`src/rtl/seq_busca_pkg.sv`:
```
// Shared encodings for the seq_busca fetch/step sequencer.
package seq_pkg;

  localparam int unsigned INSTR_W = 16;
  localparam int unsigned STATE_W = 3;
  localparam int unsigned STEP_W  = 2;

  localparam logic [STATE_W-1:0] ST_IDLE   = 3'd0;
  localparam logic [STATE_W-1:0] ST_FETCH  = 3'd1;
  localparam logic [STATE_W-1:0] ST_EXEC   = 3'd2;
  localparam logic [STATE_W-1:0] ST_HALTED = 3'd3;
  localparam logic [STATE_W-1:0] ST_PAUSE  = 3'd4;

  localparam logic [STEP_W-1:0] STEP_0 = 2'd0;
  localparam logic [STEP_W-1:0] STEP_1 = 2'd1;
  localparam logic [STEP_W-1:0] STEP_2 = 2'd2;
  localparam logic [STEP_W-1:0] STEP_3 = 2'd3;

  typedef enum logic [STATE_W-1:0] {
    S_IDLE   = ST_IDLE,
    S_FETCH  = ST_FETCH,
    S_EXEC   = ST_EXEC,
    S_HALTED = ST_HALTED,
    S_PAUSE  = ST_PAUSE
  } state_e;

endpackage

```
`src/rtl/seq_busca_contador_passo.sv`:
```
// 2-bit execution step counter; clear wins over enable, wraps 11 -> 00.
module contador_passo
  import seq_pkg::*;
(
  input  logic              clock,
  input  logic              resetn,
  input  logic              clr_i,
  input  logic              en_i,
  output logic [STEP_W-1:0] step_o
);

  logic [STEP_W-1:0] step_q;
  logic [STEP_W-1:0] step_d;

  always_comb begin
    step_d = step_q;
    if (clr_i) begin
      step_d = STEP_0;
    end else if (en_i) begin
      step_d = step_q + STEP_W'(1);
    end
  end

  always_ff @(posedge clock) begin
    if (!resetn) begin
      step_q <= STEP_0;
    end else begin
      step_q <= step_d;
    end
  end

  assign step_o = step_q;

endmodule

```
`src/rtl/seq_busca.sv`:
```
// Fetch/step sequencer: owns the PC, fetches over req/ack, sequences 4 exec steps.
// Optional single-step mode (step_go port, PAUSE state) under SEQ_SINGLE_STEP_EN.
module seq_busca
  import seq_pkg::*;
#(
  parameter int unsigned         PC_WIDTH = 8,
  parameter logic [PC_WIDTH-1:0] RESET_PC = '0
) (
  input  logic                clock,
  input  logic                resetn,
  input  logic                run,
  output logic                mem_req,
  output logic [PC_WIDTH-1:0] mem_addr,
  input  logic                mem_ack,
  input  logic [INSTR_W-1:0]  mem_data,
  output logic [INSTR_W-1:0]  instrucao,
  output logic [STEP_W-1:0]   step,
  input  logic                pc_enable,
  input  logic                pc_load,
  input  logic [PC_WIDTH-1:0] pc_target,
  input  logic                halt,
`ifdef SEQ_SINGLE_STEP_EN
  input  logic                step_go,
`endif
  output logic [PC_WIDTH-1:0] pc,
  output logic                busy,
  output logic                halted
);

  state_e               state_q;
  logic [PC_WIDTH-1:0]  pc_q;
  logic [INSTR_W-1:0]   instr_q;
  logic                 mem_req_q;
  logic                 busy_q;
  logic                 halted_q;
  logic                 step_clr_c;
  logic                 step_en_c;
  logic [STEP_W-1:0]    step_w;
  logic [PC_WIDTH-1:0]  pc_d;

  // Step counter is zeroed on the ack edge and on halt, and counts only in EXEC.
  always_comb begin
    step_clr_c = 1'b0;
    step_en_c  = 1'b0;
    if (state_q == S_FETCH && mem_ack) begin
      step_clr_c = 1'b1;
    end
    if (state_q == S_EXEC) begin
      step_en_c = 1'b1;
      if (halt) begin
        step_clr_c = 1'b1;
      end
    end
  end

  contador_passo u_contador_passo (
    .clock  (clock),
    .resetn (resetn),
    .clr_i  (step_clr_c),
    .en_i   (step_en_c),
    .step_o (step_w)
  );

  always_comb begin
    pc_d = pc_q;
    if (pc_enable) begin
      pc_d = pc_load ? pc_target : pc_q + PC_WIDTH'(1);
    end
  end

`ifdef SEQ_SINGLE_STEP_EN
  logic step_go_q;
  logic go_rise_c;

  always_ff @(posedge clock) begin
    if (!resetn) begin
      step_go_q <= 1'b0;
    end else begin
      step_go_q <= step_go;
    end
  end

  assign go_rise_c = step_go & ~step_go_q;
`endif

  always_ff @(posedge clock) begin
    if (!resetn) begin
      state_q   <= S_IDLE;
      pc_q      <= RESET_PC;
      instr_q   <= '0;
      mem_req_q <= 1'b0;
      busy_q    <= 1'b0;
      halted_q  <= 1'b0;
    end else begin
      case (state_q)
        S_IDLE: begin
          if (run) begin
            state_q   <= S_FETCH;
            mem_req_q <= 1'b1;
            busy_q    <= 1'b1;
          end
        end
        S_FETCH: begin
          if (mem_ack) begin
            state_q   <= S_EXEC;
            instr_q   <= mem_data;
            mem_req_q <= 1'b0;
          end
        end
        S_EXEC: begin
          // halt beats any PC update requested in the same cycle
          if (halt) begin
            state_q  <= S_HALTED;
            busy_q   <= 1'b0;
            halted_q <= 1'b1;
          end else if (step_w == STEP_3) begin
            pc_q <= pc_d;
`ifdef SEQ_SINGLE_STEP_EN
            state_q <= S_PAUSE;
            busy_q  <= 1'b0;
`else
            state_q   <= S_FETCH;
            mem_req_q <= 1'b1;
`endif
          end
        end
        S_HALTED: begin
          state_q <= S_HALTED;
        end
`ifdef SEQ_SINGLE_STEP_EN
        S_PAUSE: begin
          if (go_rise_c) begin
            state_q   <= S_FETCH;
            mem_req_q <= 1'b1;
            busy_q    <= 1'b1;
          end
        end
`endif
        default: begin
          state_q   <= S_IDLE;
          mem_req_q <= 1'b0;
          busy_q    <= 1'b0;
          halted_q  <= 1'b0;
        end
      endcase
    end
  end

  assign mem_req   = mem_req_q;
  assign mem_addr  = pc_q;
  assign pc        = pc_q;
  assign instrucao = instr_q;
  assign step      = step_w;
  assign busy      = busy_q;
  assign halted    = halted_q;

endmodule
```
`config.mk`:
```
export PLATFORM = sky130hd
export DESIGN_NAME = seq_busca
export DESIGN_NICKNAME = d
export VERILOG_FILES = /design/src/rtl/seq_busca_pkg.sv /design/src/rtl/seq_busca_contador_passo.sv /design/src/rtl/seq_busca.sv
export SDC_FILE = /design/constraint.sdc
export NUM_CORES = 1
export LEC_CHECK = 0
export ABC_AREA = 1
export CAP_MARGIN = 20
export CORE_ASPECT_RATIO = 1.2
export CORE_MARGIN = 5
export CORE_UTILIZATION = 44
export DETAILED_ROUTE_END_ITERATION = 10
export PLACE_DENSITY = 0.85
export SLEW_MARGIN = 0
export SYNTH_ARGS = -nofsm -noshare
export SYNTH_HDL_FRONTEND = slang
export SYNTH_SLANG_ARGS = --single-unit
```
`constraint.sdc`:
```
create_clock -name clock -period 2.75 [get_ports clock]
set_input_delay 0.275 -clock clock [delete_from_list [all_inputs] [get_ports clock]]
set_output_delay 0.275 -clock clock [all_outputs]
set_load 0.01 [all_outputs]
```
==> metrics.txt <==
# TYPE chip_impl_metric gauge
chip_impl_info{name="status",value="complete, no violations"} 1
chip_impl_metric{name="numnets_final",unit=""} 299
chip_impl_metric{name="hold_viol_final",unit=""} 0
chip_impl_metric{name="die_height",unit="um"} 73.0
chip_impl_metric{name="worst-endpoint-required",unit="ns"} 2.48
chip_impl_metric{name="viasPerCell",unit=""} 4.73
chip_impl_info{name="worstHoldPathType",value="flip-flop to flip-flop"} 1
chip_impl_metric{name="antenna_cells",unit=""} 0
chip_impl_info{name="ys_top_cells_by_count",value="33 x sky130_fd_sc_hd__nand2_1, 31 x sky130_fd_sc_hd__dfxtp_1, 29 x sky130_fd_sc_hd__inv_1"} 1
chip_impl_metric{name="routed_wire_length_per_instance",unit="um"} 11.2
chip_impl_info{name="most_frequently_used_cell_type_in_the_post_synthesis_netlist",value="sky130_fd_sc_hd__nand2_1"} 1
chip_impl_info{name="critical_path.slowest_cell",value="sky130_fd_sc_hd__clkdlybuf4s50_1"} 1
chip_impl_metric{name="final.setup_skew",unit="ns"} 0.000831
chip_impl_metric{name="timing_max_transition_violations_final",unit=""} 0
chip_impl_metric{name="critical-path-max-stage-delay",unit="ns"} 0.58
chip_impl_metric{name="floorplan.core_area",unit="sq um"} 3110
chip_impl_metric{name="io_pins",unit=""} 68
chip_impl_metric{name="placedCellCount",unit=""} 295
chip_impl_metric{name="place.gp.congestion",unit=""} 0.873
chip_impl_metric{name="timing.critical_path.fanout_max",unit=""} 7
chip_impl_metric{name="worst_skew_late_latency",unit="ns"} 0.31
chip_impl_metric{name="area_enclosed_by_the_die_boundary",unit="sq um"} 4560
chip_impl_metric{name="syn_area_per_cell",unit="sq um"} 7.03
chip_impl_metric{name="rows",unit=""} 22
chip_impl_metric{name="port_buffers",unit=""} 67
chip_impl_metric{name="ant_nets",unit=""} 0
chip_impl_metric{name="remaining_drc_errors",unit=""} 0
chip_impl_metric{name="first_iter_violations",unit=""} 66
chip_impl_metric{name="final_cells",unit=""} 302
chip_impl_metric{name="totalPowerFinal",unit="mW"} 1.03
chip_impl_metric{name="htree_levels",unit=""} 2
chip_impl_metric{name="postLayoutCoreUtil",unit="%"} 68.7
chip_impl_metric{name="clock_buffer_count_from_cts",unit=""} 5
chip_impl_metric{name="whs",unit="ns"} 0.449
chip_impl_metric{name="leak_pwr",unit="nW"} 0.820
chip_impl_metric{name="critical_path_arrival",unit="ns"} 1.34
chip_impl_metric{name="synth-warning-count",unit=""} 0
chip_impl_metric{name="total_via_count_in_the_routed_design",unit=""} 1428
chip_impl_metric{name="grt_pass1_wl",unit="um"} 5460
chip_impl_metric{name="netlist_area",unit="sq um"} 1460
chip_impl_metric{name="post-route-min-period",unit="ns"} 1.61
chip_impl_info{name="cp_top_family",value="buffers and inverters"} 1
chip_impl_metric{name="setup_violations",unit=""} 0
chip_impl_metric{name="syn_nets",unit=""} 240
chip_impl_metric{name="synthDistinctLibCells",unit=""} 20
chip_impl_metric{name="grt_overflow_total",unit=""} 0
chip_impl_info{name="setup.worst_path.end_class",value="primary output"} 1
chip_impl_info{name="tritoncts_clock_tree",value="done"} 1
chip_impl_metric{name="grt_pass1_vias",unit=""} 1319
chip_impl_metric{name="power_density",unit="nW/um^2"} 484
chip_impl_metric{name="hold_buffers",unit=""} 0
chip_impl_metric{name="drive_gt1_share",unit="%"} 5.26
chip_impl_metric{name="cap_viol_max_count",unit=""} 0
chip_impl_metric{name="max-vdd-ir-drop",unit="mV"} 0.433
chip_impl_metric{name="cts.path.max_buffers",unit=""} 2
chip_impl_info{name="setup.worst_path.class",value="flip-flop to primary output"} 1
chip_impl_metric{name="grtUsageTotal",unit="%"} 14.8
chip_impl_metric{name="cts.repair_timing.setup_buffer_count",unit=""} 0
chip_impl_metric{name="synthesis.instances",unit=""} 207
chip_impl_metric{name="worstPathBufferInverterCount",unit=""} 1
chip_impl_info{name="netlist.top_cell.by_area",value="sky130_fd_sc_hd__dfxtp_1"} 1
chip_impl_metric{name="maxClockFrequency",unit="MHz"} 620
chip_impl_metric{name="antenna_found_initial",unit=""} 0
chip_impl_info{name="clock_tree.root_cell",value="sky130_fd_sc_hd__clkbuf_4"} 1
chip_impl_metric{name="share_of_the_synthesized_area_in_the_top_cell_type",unit="%"} 42.6
chip_impl_metric{name="detailedRoute.firstPassIterationCount",unit=""} 4
chip_impl_metric{name="postRouteWirelength",unit="um"} 3380
chip_impl_metric{name="worst_slew_margin_rel",unit="%"} 53.2
chip_impl_info{name="synth.top_cells.by_area",value="sky130_fd_sc_hd__dfxtp_1 43%, sky130_fd_sc_hd__a21oi_1 9.6%, sky130_fd_sc_hd__nand2_1 8.5%, sky130_fd_sc_hd__o21ai_0 7.6%, sky130_fd_sc_hd__inv_1 7.5%"} 1
chip_impl_info{name="timing.critical_path.from_type",value="flip-flop"} 1
chip_impl_info{name="synth-main-ff-cell",value="sky130_fd_sc_hd__dfxtp_1"} 1
chip_impl_metric{name="clock_sinks",unit=""} 31
chip_impl_metric{name="cts.clk_slew.worst_paths",unit="ns"} 0.09
chip_impl_info{name="cp_cell_sequence",value="clkdlybuf4s50_1"} 1
chip_impl_metric{name="asyncSetResetFlopFracSynth",unit="%"} 0
chip_impl_metric{name="final.period_utilization",unit="%"} 58.7
chip_impl_metric{name="floorplan.initialDensity",unit="%"} 46.8
chip_impl_metric{name="final.fill_count",unit=""} 278
chip_impl_metric{name="chipWidth",unit="um"} 62.5
chip_impl_metric{name="synth-edff-count",unit=""} 0
chip_impl_metric{name="synth-seq-cells",unit=""} 31
chip_impl_metric{name="layout-area-overhead-vs-synth",unit="%"} 46.8
chip_impl_metric{name="setup_total_neg_slack",unit="ns"} 0
chip_impl_metric{name="detailed_place_hpwl",unit="um"} 2610
chip_impl_metric{name="seq_area_frac_synth",unit="%"} 42.6
chip_impl_metric{name="ctsResizeCount",unit=""} 0
chip_impl_metric{name="worstMarginPinSlew",unit="ns"} 0.700
chip_impl_metric{name="grt_max_degree",unit=""} 35
chip_impl_info{name="grt_setup_unrepaired",value="no"} 1
-- worst paths after layout --
kind / start / to / slack, ns / cells after the start
worst max register to register: state_q[0] / instrucao[6] / 1.28 / 3
worst max-delay path: mem_addr[5] / mem_addr[5] / 1.14 / 1
worst min-delay path: instrucao[14] / instrucao[14] / 0.45 / 2
worst min register to register: instrucao[14] / instrucao[14] / 0.45 / 2
-- kinds of logic after synthesis --
kind of cell    share of synthesized area (%)
compound gates                           18.7
xor+xnor                                0.602
fa+ha+maj                                1.72
buf+inv                                  14.3
flops                                    42.6
simple gates                             22.0
-- cell type report --
cell class	instances	area [sq um]	share of cell area, %
Timing Repair Buffer	67	671	31.4
Multi-Input combinational cell	130	627	29.3
Sequential cell	31	621	29.1
Inverter	31	116	5.45
Clock buffer	6	51.3	2.40
Tap cell	36	45.0	2.11
Clock inverter	1	5.00	0.234
-- where the power goes --
part	switching, mW	internal, mW
registers	0.0301	0.492
logic	0.115	0.136
clock network	0.143	0.118
-- metrics by stage --
step / setup slack (ns) / instance area [sq um]
detailed placement: 0.972 / 2080
CTS: 1.12 / 2140
finish: 1.14 / 2140
global placement: 0.979 / 2080
floorplan: 1.48 / 1460
global route: 1.06 / 2140
-- registers in the layout (all words and copies together), names as in the netlist --
signal,cells
instrucao,16
mem_addr,8
state_q,2
u_contador_passo.step_o,2
busy,1
halted,1
mem_req,1
-- cells in the final DEF (no fill, tap or decap) --
cell,Yosys,routed
sky130_fd_sc_hd__o21ai_1,3,3
sky130_fd_sc_hd__o31ai_1,1,1
sky130_fd_sc_hd__a21oi_1,28,28
sky130_fd_sc_hd__clkdlybuf4s50_1,0,67
sky130_fd_sc_hd__nand2_2,1,1
sky130_fd_sc_hd__ha_1,2,2
sky130_fd_sc_hd__clkbuf_4,0,5
sky130_fd_sc_hd__nand3_1,8,8
sky130_fd_sc_hd__clkinv_2,0,1
sky130_fd_sc_hd__nand3_2,2,2
sky130_fd_sc_hd__inv_2,2,2
sky130_fd_sc_hd__o21ai_0,22,22
sky130_fd_sc_hd__nor3_1,2,2
sky130_fd_sc_hd__nor2_1,25,25
sky130_fd_sc_hd__nor3_4,1,1
sky130_fd_sc_hd__dfxtp_1,31,31
sky130_fd_sc_hd__clkbuf_8,0,1
sky130_fd_sc_hd__inv_1,29,29
sky130_fd_sc_hd__nor3_2,1,1
sky130_fd_sc_hd__xor2_1,1,1
sky130_fd_sc_hd__nand2_1,33,33
-- routing by layer --
metal | vias up | track usage (%) | part of all wire, %
li1 | 772 | - | -
met1 | 582 | 14.3 | 39
met2 | 70 | 24.9 | 43
met3 | 4 | 10.3 | 16
met4 | 0 | 5.19 | 1.3
met5 | - | 0 | 0
(Power assumes the default switching activity.)
